[src/rtl/mux_scan_ctrl.sv]
// Scan controller for a downstream 8:1 cascade mux: steps the select code through
// all channels, samples the mux output after a settle time, and publishes an 8-bit word.
module mux_scan_ctrl #(
  parameter int unsigned SETTLE_CYCLES = 1
) (
  input  logic       clk,
  input  logic       rst_n,
  input  logic       start,
  input  logic       continuous,
  input  logic       abort,
  output logic [2:0] sel,
  input  logic       mux_y,
  output logic       busy,
  output logic       done,
  output logic [7:0] data
);

  localparam int unsigned CNT_W   = 4;
  localparam int unsigned SEL_W   = 3;
  localparam int unsigned DATA_W  = 8;
  localparam int unsigned SHD_W   = DATA_W - 1;
  localparam logic [SEL_W-1:0] LAST_CH = SEL_W'(DATA_W - 1);
  localparam logic [CNT_W-1:0] RELOAD  = CNT_W'(SETTLE_CYCLES - 1);

  typedef enum logic [1:0] {
    IDLE   = 2'd0,
    SETTLE = 2'd1,
    SAMPLE = 2'd2
  } state_t;

  state_t             state_q, state_d;
  logic [CNT_W-1:0]   cnt_q, cnt_d;
  logic [SHD_W-1:0]   shadow_q, shadow_d;
  logic [SEL_W-1:0]   sel_d;
  logic               busy_d;
  logic               done_d;
  logic [DATA_W-1:0]  data_d;

  // State and output registers
  always_ff @(posedge clk or negedge rst_n) begin
    if (!rst_n) begin
      state_q  <= IDLE;
      cnt_q    <= '0;
      shadow_q <= '0;
      sel      <= '0;
      busy     <= 1'b0;
      done     <= 1'b0;
      data     <= '0;
    end else begin
      state_q  <= state_d;
      cnt_q    <= cnt_d;
      shadow_q <= shadow_d;
      sel      <= sel_d;
      busy     <= busy_d;
      done     <= done_d;
      data     <= data_d;
    end
  end

  // Next-state and next-output logic
  always_comb begin
    state_d  = state_q;
    cnt_d    = cnt_q;
    shadow_d = shadow_q;
    sel_d    = sel;
    busy_d   = busy;
    done_d   = 1'b0;
    data_d   = data;

    case (state_q)
      IDLE: begin
        if (start && !abort) begin
          sel_d   = '0;
          cnt_d   = RELOAD;
          state_d = SETTLE;
          busy_d  = 1'b1;
        end
      end

      SETTLE: begin
        if (abort) begin
          state_d  = IDLE;
          sel_d    = '0;
          busy_d   = 1'b0;
          cnt_d    = '0;
          shadow_d = '0;
        end else if (cnt_q == '0) begin
          state_d = SAMPLE;
        end else begin
          cnt_d = cnt_q - CNT_W'(1);
        end
      end

      SAMPLE: begin
        if (abort) begin
          // abort outranks scan completion: no done, data untouched
          state_d  = IDLE;
          sel_d    = '0;
          busy_d   = 1'b0;
          cnt_d    = '0;
          shadow_d = '0;
        end else if (sel != LAST_CH) begin
          for (int i = 0; i < int'(SHD_W); i++) begin
            if (sel == SEL_W'(i)) shadow_d[i] = mux_y;
          end
          sel_d   = sel + SEL_W'(1);
          cnt_d   = RELOAD;
          state_d = SETTLE;
        end else begin
          data_d = {mux_y, shadow_q};
          done_d = 1'b1;
          sel_d  = '0;
          if (continuous) begin
            cnt_d   = RELOAD;
            state_d = SETTLE;
          end else begin
            state_d = IDLE;
            busy_d  = 1'b0;
          end
        end
      end

      default: begin
        state_d = IDLE;
        sel_d   = '0;
        busy_d  = 1'b0;
      end
    endcase
  end

endmodule

[config.mk]
export PLATFORM = sky130hd
export DESIGN_NAME = mux_scan_ctrl
export DESIGN_NICKNAME = d
export VERILOG_FILES = /design/src/rtl/mux_scan_ctrl.sv
export SDC_FILE = /design/constraint.sdc
export NUM_CORES = 1
export LEC_CHECK = 0
export ABC_CLOCK_PERIOD_IN_PS = 4900
export BUFFER_PORTS_ARGS = -buffer_cell sky130_fd_sc_hd__buf_2
export CAP_MARGIN = 40
export CORE_ASPECT_RATIO = 1.4
export CORE_MARGIN = 4
export CORE_UTILIZATION = 25
export DETAILED_ROUTE_END_ITERATION = 8
export GPL_TIMING_DRIVEN = 0
export SLEW_MARGIN = 20
export SYNTH_ARGS = -nofsm -noshare
export SYNTH_HDL_FRONTEND = slang
export SYNTH_SLANG_ARGS = --single-unit
[constraint.sdc]
create_clock -name clk -period 4.9 [get_ports clk]
set_clock_uncertainty 0.05 [all_clocks]
set_input_delay 0 -clock clk [delete_from_list [all_inputs] [get_ports clk]]
set_output_delay 0 -clock clk [all_outputs]
set_load 0.02 [all_outputs]
Word level (Yosys, flattened, before mapping)
Cells that the tools add are included.
{ "op_classes": {"n_mux": 39, "bitwise_logic": 2, "n_reduce_logical": 19, "add_sub_neg": 2, "n_eq_ne": 24} }
{ "op_table": {"columns": ["operator", "n"], "rows": [
  ["$ne A3 B3 Y1 const B", 13],
  ["$reduce_and A4 Y1", 9],
  ["$mux W4", 6],
  ["$mux W7", 3],
  ["$mux W1", 18],
  ["$pmux W7 S2", 1],
  ["$mux W3", 4],
  ["$pmux W4 S3", 1],
  ["$eq A3 B3 Y1 const B", 3],
  ["$pmux W3 S3", 1],
  ["$eq A3 B2 Y1 const B", 2],
  ["$mux W2", 3],
  ["$pmux W2 S3", 1],
  ["$logic_not A4 Y1", 1],
  ["$ne A2 B2 Y1 const B", 2],
  ["$ne A4 B4 Y1 const B", 1],
  ["$reduce_and A2 Y1", 2],
  ["$sub A4 B1 Y4 const B", 1],
  ["$add A3 B1 Y3 const B", 1],
  ["$eq A3 B1 Y1 const B", 1],
  ["$logic_not A3 Y1", 1],
  ["$pmux W1 S3", 1],
  ["$reduce_and A3 Y1", 1],
  ["$reduce_bool A3 Y1", 1],
  ["other kinds (7)", 8]
]} }
{ "totals": {"in_bits": 6, "output_inout_bits": 13, "wordCells": 99, "reg_bits": 26} }

Depth between registers and ports, before layout
Gate-level depths: netlist of the first run.
{ "logic_depth": {"word_depth": 5, "mapped_depth": 6, "ltp_nobuf": 6} }

Least setup slack after synthesis of the first run
OpenSTA, ideal clock, no wires.
{ "synth_timing": {"path_kind": "reg-to-reg", "startpoint": "reg sel[0]", "endpoint": "reg shadow_q[2]", "slack_ps": 2961, "path_stages_with_launch": 7, "setup_ps": 76, "period_less_slack_ps": 1939, "required_ps": 4774, "t_arrival_ps": 1813, "n_path_buf": 0, "path_cell_list": "dfrtp_1 > ha_1 > ha_1 > nor2b_1 > a2bb2oi_1 > or3b_4 > o21ai_1"} }
{ "synth_via": {"elab_chain_cells": 3, "elab_cells_between_ends": 5, "classes_between": "4 x eq/ne; 1 x reduce/logical"} }
{ "synth_rtl": {"columns": ["item", "line_no", "source"], "rows": [
  ["from (decl)", "11", "output logic [2:0] sel,"],
  ["from (signal assigned)", "53", "sel <= sel_d;"],
  ["$eq A3 B2 Y1 or $ne A3 B3 Y1 (tied branches)", "104, 102", null],
  ["$ne A3 B3 Y1 (no source line)", null, null],
  ["$reduce_and A4 Y1 (no source line) (*)", null, null],
  ["to (signal assigned)", "52", "shadow_q <= shadow_d;"],
  ["to (decl)", "33", "logic [SHD_W-1:0] shadow_q, shadow_d;"]
]} }
Every way passes the cells marked *; elsewhere a longest branch is shown, timed or not.
A chain may end at the register's enable or synchronous reset.

Worst setup path after layout of the first run
{ "layout_timing": {"startpoint": "reg sel[0]", "endpoint": "reg shadow_q[5]"} }
{ "layout_via": {"elab_chain_cells": 3, "elab_cells_between_ends": 5, "classes_between": "4 x eq/ne; 1 x reduce/logical"} }
{ "layout_rtl": {"columns": ["item", "line_no"], "rows": [
  ["$eq A3 B3 Y1 or $ne A3 B3 Y1 (tied branches)", "104, 102"],
  ["$ne A3 B3 Y1 (no source line)", null],
  ["$reduce_and A4 Y1 (no source line) (*)", null]
]} }
Marks and branches as above.

==> impl_metrics.toml, run 1 <==
[outcome]
status = "complete, no violations"

[die]
num_rows = 31
floorplan.initialDensity_pct = 26.2
core_sq_mm = 0.00528
ios = 19
die_area_sq_mm = 0.00680
die_w_um = 70.8
die_h_um = 96.0

[drt]
dr.pass1.iters = 4
detail-route-antenna-nets = 0
drt-initial-drc-count = 46
routed_wl_um = 2680
drcViolationCount = 0
vias = 1040
vias_per_cell = 4.62
post_drt_wl_per_cell_um = 11.9

[yosys]
yosysWarnings = 0
yosysSeqAreaShare_pct = 47.1
async_flop_share_pct = 100
synthFlopType = "dfrtp_1"
synth_top_cell_by_area = "dfrtp_1"
synth_area_leaders = "dfrtp_1 47%, ha_1 8.2%, mux2_2 6.5%"
netlist_area_sq_mm = 0.00138
ys_types = 37
syn_nets = 150
synth-edff-count = 0
ys_ff_latch = 26
postSynthCellCount = 135
yosysTopAreaCellShare_pct = 47.1
synth_area_per_cell_sq_um = 10.2

[timing]
slew_headroom_pct = 60.9
slew_violations = 0
worst_pin_slew_ps = 586
setup_violations = 0
final.period_utilization_pct = 41.7
rsz0062_at_grt = "false"
fmax_mhz = 490
tns_ps = 0
hold_viol = 0
min_period_ps = 2040

[critical_path]
slowest_stage = "or3b_4"
arrival_ps = 2190
worstPathRequired_ps = 5040
ff2ff_path_depth = 6
crit_path_end_kind = "flop"
cp.buffers_inverters = 0
path_class = "reg -> reg"
critPathLaunchType = "flop"
slowest_delay_ps = 490
worstPathCellList = "ha_1 > ha_1 > nor2b_1 > a2bb2oi_1 > or3b_4 > o21ai_1"
reg2reg_slack_ps = 2860
crit_family = "simple AND/OR/NAND/NOR gates"
timing.rr.start = "sel[0]$_DFFE_PN0P_"
cp_max_fo = 7
r2r-end = "shadow_q[5]$_DFFE_PN0P_"
crit_top_cell = "ha_1"

[cts]
ctsHtreeMaxLevel = 1
numCtsBuffers = 3
cts_sinks = 26
cts_setup_buffers = 0
cts_root_buf = "clkbuf_8"
clk_path_buf_depth = 2
clk_pin_slew_worst_paths_ps = 90
cts_tree = "built"
clk_latency_ps = 260

[place]
placed_area_sq_mm = 0.00155
port_buffers = 18
dp_hpwl_um = 2040
gp_congestion = 0.752

[global_route]
antenna_found_initial = 0
use_met2_pct = 16.1
gr-total-overflow = 0
grt_pass1_vias = 1058
grt_pass1_wl_um = 4810
grt_start_max_net_pins = 27
met1_usage_pct = 9.98
grt_util_all_layers_pct = 8.52
grt.busiest_layer = "met2"
use_met3_pct = 1.36

[worst_hold_path]
hold_depth = 3
hold_path.class = "in -> reg"
hold_start = "start"
whs_endpoint = "state_q[0]$_DFFE_PN0P_"

[layout]
final_area_sq_mm = 0.00163
fin_nets = 175
area_growth_pct = 17.9
drive_above_1_share_pct = 22.6
antenna_cells = 0

[power]
cellPowerDensity_mw_per_mm2 = 411
cellLeakagePower_uw = 0.000790
irDropWorstVdd_uv = 245

[flow_run]
drv_cap = 0
## layout make-up
| cell class | count | area, sq um |
|---|---|---|
| plain buffers | 6 | 37.5 |
| clock buffers | 4 | 55.1 |
| fillers | 576 | 3650 |
| inverters | 9 | 33.8 |
| multi-input cells | 94 | 659 |
| flip-flops and latches | 26 | 651 |
| well taps | 66 | 82.6 |
| repair buffers | 20 | 110 |
## layer usage
layer  vias up  share of wire, %
met5         -                 0
met1       494                44
met4         0              0.82
met3         4               3.4
li1        523                 -
met2        19                52
## cells in the final DEF, fill, tap and decap left out, types with 2 or more instances in the layout
cell and n:
clkbuf_8 4, mux2i_1 2, ha_1 9, dlygate4sd3_1 2
a21oi_1 8, nor2b_1 2, a211o_1 2, clkbuf_1 3
dfrtp_1 26, nor2_1 6, o21ai_0 14, o21ai_1 6
nand2_1 12, a2bb2oi_1 2, inv_1 9, mux2_2 8
buf_4 2, nor3b_1 3, buf_2 18
## cells by family (layout without fill, tap and decap cells)
logic type / after synthesis / after routing / synth area share (%)
AO/OA/AOI/OAI: 38 / 38 / 16.1
adder cells (fa/ha/maj): 9 / 9 / 8.15
buffers and inverters: 15 / 39 / 5.16
flip-flops: 26 / 26 / 47.1
multiplexers: 10 / 10 / 7.97
AND/OR/NAND/NOR: 37 / 37 / 15.5
## where the power goes
part | internal, uW | switching [uW] | leakage, uW
logic | 112 | 151 | 0.000404
registers | 244 | 26.2 | 0.000357
clock network | 71.7 | 65.0 | 0.0000288
total | 428 | 242 | 0.000790
## sequential cells by signal, indices dropped and copies added, names as in the netlist
name      count
done          1
data          8
cnt_q         4
state_q       2
busy          1
shadow_q      7
sel           3
## timing repair
action | in CTS | in global routing
endpoints found under the hold margin | 27 | 0
gates resized for setup | 0 | 0
hold buffers | 2 | 0
## synth_stat cells, types with 3 or more instances
master    number
dfrtp_1       26
o21ai_0       14
nand2_1       12
ha_1           9
inv_1          9
a21oi_1        8
mux2_2         8
nor2_1         6
o21ai_1        6
clkbuf_1       3
nor3b_1        3
## worst reg2reg max path, stage by stage (launching register included)
cell and delay (ps):
dfrtp_1 460, ha_1 270, ha_1 220, nor2b_1 140, a2bb2oi_1 190, or3b_4 490, o21ai_1 160
## worst max-delay path by stage
| stage | start | end | slack (ps) | cells past startpoint |
|---|---|---|---|---|
| floorplan | sel[0]$_DFFE_PN0P_ | shadow_q[2]$_DFFE_PN0P_ | 2960 | 6 |
| CTS | sel[0]$_DFFE_PN0P_ | shadow_q[5]$_DFFE_PN0P_ | 2840 | 6 |
| finish | sel[0]$_DFFE_PN0P_ | shadow_q[5]$_DFFE_PN0P_ | 2860 | 6 |
| global route | sel[0]$_DFFE_PN0P_ | shadow_q[5]$_DFFE_PN0P_ | 2660 | 6 |
| global placement | sel[0]$_DFFE_PN0P_ | shadow_q[5]$_DFFE_PN0P_ | 2890 | 6 |
| detailed placement | sel[0]$_DFFE_PN0P_ | shadow_q[5]$_DFFE_PN0P_ | 2860 | 6 |
## stage by stage
stage / total power (uW) / setup slack [ps] / util [%] / instances / hold slack (ps)
after floorplan: 472 / 2960 / - / 135 / -346
after global placement: 534 / 2890 / 29.5 / 219 / -8.25
after detailed placement: 536 / 2860 / 29.5 / 219 / -6.86
after CTS: 678 / 2840 / 30.9 / 225 / 28.9
after global routing: 722 / 2660 / 30.9 / 225 / 55.6
final: 670 / 2860 / 30.9 / 225 / 27.5
Power figures use the tool's default switching activity.
==> run 2: changes to the inputs <==
- ABC_CLOCK_PERIOD_IN_PS: 4900 -> 2100
- clock period: 4.9 -> 2.1 ns (I/O delays scaled with it)
==> impl_metrics.toml, run 2 (synthesis results as in run 1) <==
[outcome]
status = "complete, no violations"

[timing]
worst_pin_slew_ps = 583
tns_ps = 0
slew_headroom_pct = 61.1
hold_viol = 0
min_period_ps = 1980
fmax_mhz = 505
rsz0062_at_grt = "false"
slew_violations = 0
layout_setup_ws_ps = 119
hold_slack_ps = 32.9
final.period_utilization_pct = 94.3
setup_violations = 0

[layout]
fin_nets = 177
regMostFlops = "data"
final_area_sq_mm = 0.00165
top_regs = "data (8), shadow_q (7), cnt_q (4)"
area_growth_pct = 19.7
layout_common_cells = "24 x dfrtp_1, 18 x buf_2, 14 x o21ai_0"
largest_reg_flops = 8
ff_latch_area_sq_um = 653
final_common_cell = "dfrtp_1"
drive_above_1_share_pct = 25.5
antenna_cells = 0
multi_input_comb_area_sq_um = 666
fillCellCount = 573

[critical_path]
timing.rr.start = "sel[0]$_DFFE_PN0P_"
path_class = "reg -> reg"
cp-startpoint = "sel[0]$_DFFE_PN0P_"
cp_max_fo = 7
critPathLaunchType = "flop"
crit_path_end_kind = "flop"
worstPathCellList = "ha_1 > ha_1 > nor2b_1 > a2bb2oi_2 > or3b_4 > o21ai_1"
slowest_delay_ps = 470
worstPathRequired_ps = 2240
crit_top_cell = "ha_1"
slowest_stage = "or3b_4"
arrival_ps = 2130

[drt]
dr.pass1.iters = 4
vias_per_cell = 4.65
detail-route-antenna-nets = 0
post_drt_wl_per_cell_um = 12.0
drcViolationCount = 0
vias = 1056
drt-initial-drc-count = 48
routed_wl_um = 2730

[power]
cellPowerDensity_mw_per_mm2 = 966
irDropWorstVdd_uv = 571
cellLeakagePower_uw = 0.000798

[cts]
numCtsBuffers = 3
cts_sinks = 26
cts_root_buf = "clkbuf_8"
clk_path_buf_depth = 2
clk_latency_ps = 260
cts_tree = "built"
clk_pin_slew_worst_paths_ps = 90
ctsHtreeMaxLevel = 1

[die]
die_w_um = 70.8
ios = 19
die_area_sq_mm = 0.00680
die_h_um = 96.0
core_sq_mm = 0.00528
num_rows = 31
floorplan.initialDensity_pct = 26.2

[worst_hold_path]
hold_start = "start"
hold_path.class = "in -> reg"

[place]
dp_hpwl_um = 2040
placed_area_sq_mm = 0.00155
port_buffers = 18
gp_congestion = 0.752
detailedPlace.worstSlack_ps = 58.8

[global_route]
antenna_found_initial = 0
grt_util_all_layers_pct = 8.52
grt_pass1_wl_um = 4810
gr-total-overflow = 0
grt_start_max_net_pins = 27
grt_pass1_vias = 1058

[flow_run]
drv_cap = 0
run 2: cell types whose count changed in the layout (fill, tap and decap cells not counted), sizes merged:
cell | before | now
buf | 21 | 23
run 2: layout make-up:
cell class / count / area share (%)
clock buffers: 4 / 3.33
repair buffers: 22 / 7.57
flip-flops and latches: 26 / 39.5
plain buffers: 6 / 2.27
multi-input cells: 94 / 40.3
inverters: 9 / 2.04
well taps: 66 / 5.00
run 2: path summary, 6_finish.rpt:
check	depth (start not counted)	slack [ps]	end
worst max-delay path	6	120	shadow_q[5]$_DFFE_PN0P_
worst min-delay path	3	30	state_q[0]$_DFFE_PN0P_
worst max register to register	6	120	shadow_q[5]$_DFFE_PN0P_
worst min register to register	1	460	cnt_q[0]$_DFFE_PN0P_
max in group asynchronous	2	1380	sel[0]$_DFFE_PN0P_
min in group asynchronous	2	210	cnt_q[2]$_DFFE_PN0P_
run 2: layer usage:
layer  routed length [um]  vias up  track usage, %  share of wire (%)
met5                    0        -               0                  0
met4                   22        0            2.04               0.81
met3                   95        4            1.36                3.5
met2                 1450       16            16.1                 53
met1                 1160      509            9.98                 42
li1                     -      527               -                  -
run 2: through the flow:
step / utilization, % / total power, uW / cells
global route: 31.3 / 1720 / 227
global placement: 29.5 / 1250 / 219
finish: 31.3 / 1600 / 227
CTS: 30.9 / 1580 / 225
detailed placement: 29.5 / 1250 / 219
floorplan: - / 1100 / 135
run 2: worst max-delay path: cells and delay by family (launching register included):
family | cells | cell delay, ps
DFF | 1 | 440
and+or+nand+nor | 2 | 620
adders and majority gates | 2 | 470
AOI/OAI and AO/OA | 2 | 330
run 2: repair_timing:
action	in CTS	in global routing
endpoints found under the hold margin	27	0
setup buffers	0	2
hold buffers	2	0
resized for setup	0	3
setup endpoints to repair	0	6
run 2: power by group:
part	internal, uW	switching (uW)	leakage, uW
sequential	571	56.6	0.000354
clock	167	152	0.0000288
combinational	286	364	0.000415
==> run 3: changes to the inputs <==
- CORE_ASPECT_RATIO: 1.4 -> 0.9
==> impl_metrics.toml, run 3 (synthesis results as in run 1) <==
[outcome]
status = "complete, no violations"

[critical_path]
timing.rr.start = "sel[0]$_DFFE_PN0P_"
critPathLaunchType = "flop"
slowest_delay_ps = 450
worstPathCellList = "ha_1 > ha_1 > nor2b_1 > a2bb2oi_2 > or3b_4 > o21ai_1"
crit_path_end_kind = "flop"
crit_top_cell = "ha_1"
slowest_stage = "or3b_4"
ff2ff_path_depth = 6
arrival_ps = 2110
reg2reg_slack_ps = 130
r2r-end = "shadow_q[4]$_DFFE_PN0P_"
path_class = "reg -> reg"
cp_max_fo = 7
worstPathRequired_ps = 2250

[die]
ios = 19
die_w_um = 86.4
die_h_um = 78.5
core_sq_mm = 0.00532
num_rows = 25
floorplan.initialDensity_pct = 26.0
die_area_sq_mm = 0.00678

[timing]
setup_violations = 0
rsz0062_at_grt = "false"
worst_pin_slew_ps = 591
min_period_ps = 1970
slew_violations = 0
final.period_utilization_pct = 93.6
hold_viol = 0
slew_headroom_pct = 60.6
fmax_mhz = 509

[layout]
regMostFlops = "data"
antenna_cells = 0
multi_input_comb_area_sq_um = 666
fin_nets = 177
final_common_cell = "dfrtp_1"
top_regs = "data (8), shadow_q (7), cnt_q (4)"
fillCellCount = 567
layout_common_cells = "24 x dfrtp_1, 18 x buf_2, 14 x o21ai_0"
stdcell_count = 227
final_area_sq_mm = 0.00164
postLayoutCoreUtil_pct = 30.8
ff_latch_area_sq_um = 653
largest_reg_flops = 8
area_growth_pct = 18.7
drive_above_1_share_pct = 25.0

[cts]
ctsHtreeMaxLevel = 1
cts_root_buf = "clkbuf_8"
clk_path_buf_depth = 2
numCtsBuffers = 3
cts_tree = "built"
cts_sinks = 26
clk_latency_ps = 270
clk_pin_slew_worst_paths_ps = 90

[drt]
detail-route-antenna-nets = 0
drt-initial-drc-count = 19
routed_wl_um = 2800
vias = 1042
drcViolationCount = 0
post_drt_wl_per_cell_um = 12.3
dr.pass1.iters = 4
vias_per_cell = 4.59

[global_route]
grt_pass1_wl_um = 4890
antenna_found_initial = 0
gr-total-overflow = 0
grt_pass1_vias = 1024
grt_start_max_net_pins = 27
grt_util_all_layers_pct = 8.82

[power]
cellPowerDensity_mw_per_mm2 = 952
irDropWorstVdd_uv = 436
power.total_uw = 1560
cellLeakagePower_uw = 0.000791

[flow_run]
drv_cap = 0

[worst_hold_path]
whs_endpoint = "state_q[0]$_DFFE_PN0P_"
hold_depth = 3
hold_start = "start"
hold_path.class = "in -> reg"

[place]
port_buffers = 18
post-place-cells = 220
gp_congestion = 0.799
placed_area_sq_mm = 0.00156
dp_hpwl_um = 2040
## run 3: per-stage QoR
stage                     setup slack (ps)  hold WS, ps  setup TNS [ps]
after floorplan                        161         -346               0
after global placement                11.3        -4.73               0
after detailed placement             -25.2       -0.941           -91.5
after CTS                             33.9         5.95               0
after global routing                  16.5         10.2               0
final                                  134         18.1               0
## run 3: where the power goes
| group | internal (uW) | switching [uW] | total, uW |
|---|---|---|---|
| Sequential | 572 | 55.4 | 627 |
| Clock | 129 | 150 | 279 |
| Combinational | 286 | 370 | 657 |
## run 3: final cells by class
| cell class | count | share of cell area, % |
|---|---|---|
| buffer | 6 | 2.29 |
| multi-input combinational | 94 | 40.6 |
| sequential | 26 | 39.8 |
| timing repair buffer | 22 | 7.63 |
| clock buffer | 3 | 2.52 |
| tap | 67 | 5.11 |
| inverter | 9 | 2.06 |
## run 3: critical path: cells and delay by family (launching register included)
family | cells | cell delay, ps
and+or+nand+nor | 2 | 600
adders and majority gates | 2 | 470
DFF | 1 | 440
AOI/OAI and AO/OA | 2 | 330
## run 3: worst max-delay path by stage
stage | start | endpoint | cells past startpoint
floorplan | sel[0]$_DFFE_PN0P_ | shadow_q[2]$_DFFE_PN0P_ | 6
global placement | sel[0]$_DFFE_PN0P_ | shadow_q[4]$_DFFE_PN0P_ | 6
detailed placement | sel[0]$_DFFE_PN0P_ | shadow_q[6]$_DFFE_PN0P_ | 6
CTS | sel[0]$_DFFE_PN0P_ | shadow_q[4]$_DFFE_PN0P_ | 6
global route | sel[1]$_DFFE_PN0P_ | shadow_q[4]$_DFFE_PN0P_ | 6
finish | sel[0]$_DFFE_PN0P_ | shadow_q[4]$_DFFE_PN0P_ | 6
## run 3: repair_timing
action	in CTS	in global routing
pin swaps	0	1
gates resized for setup	1	2
endpoints found under the hold margin	27	0
hold buffers	2	0
endpoints found under the setup margin	6	6
buffers inserted	0	2
## run 3: metal layers
metal	vias up	track usage [%]	wire, um
li1	525	-	-
met1	497	12.7	1430
met5	-	0	0
met4	0	2.18	15
met2	18	13.0	1240
met3	2	2.41	113
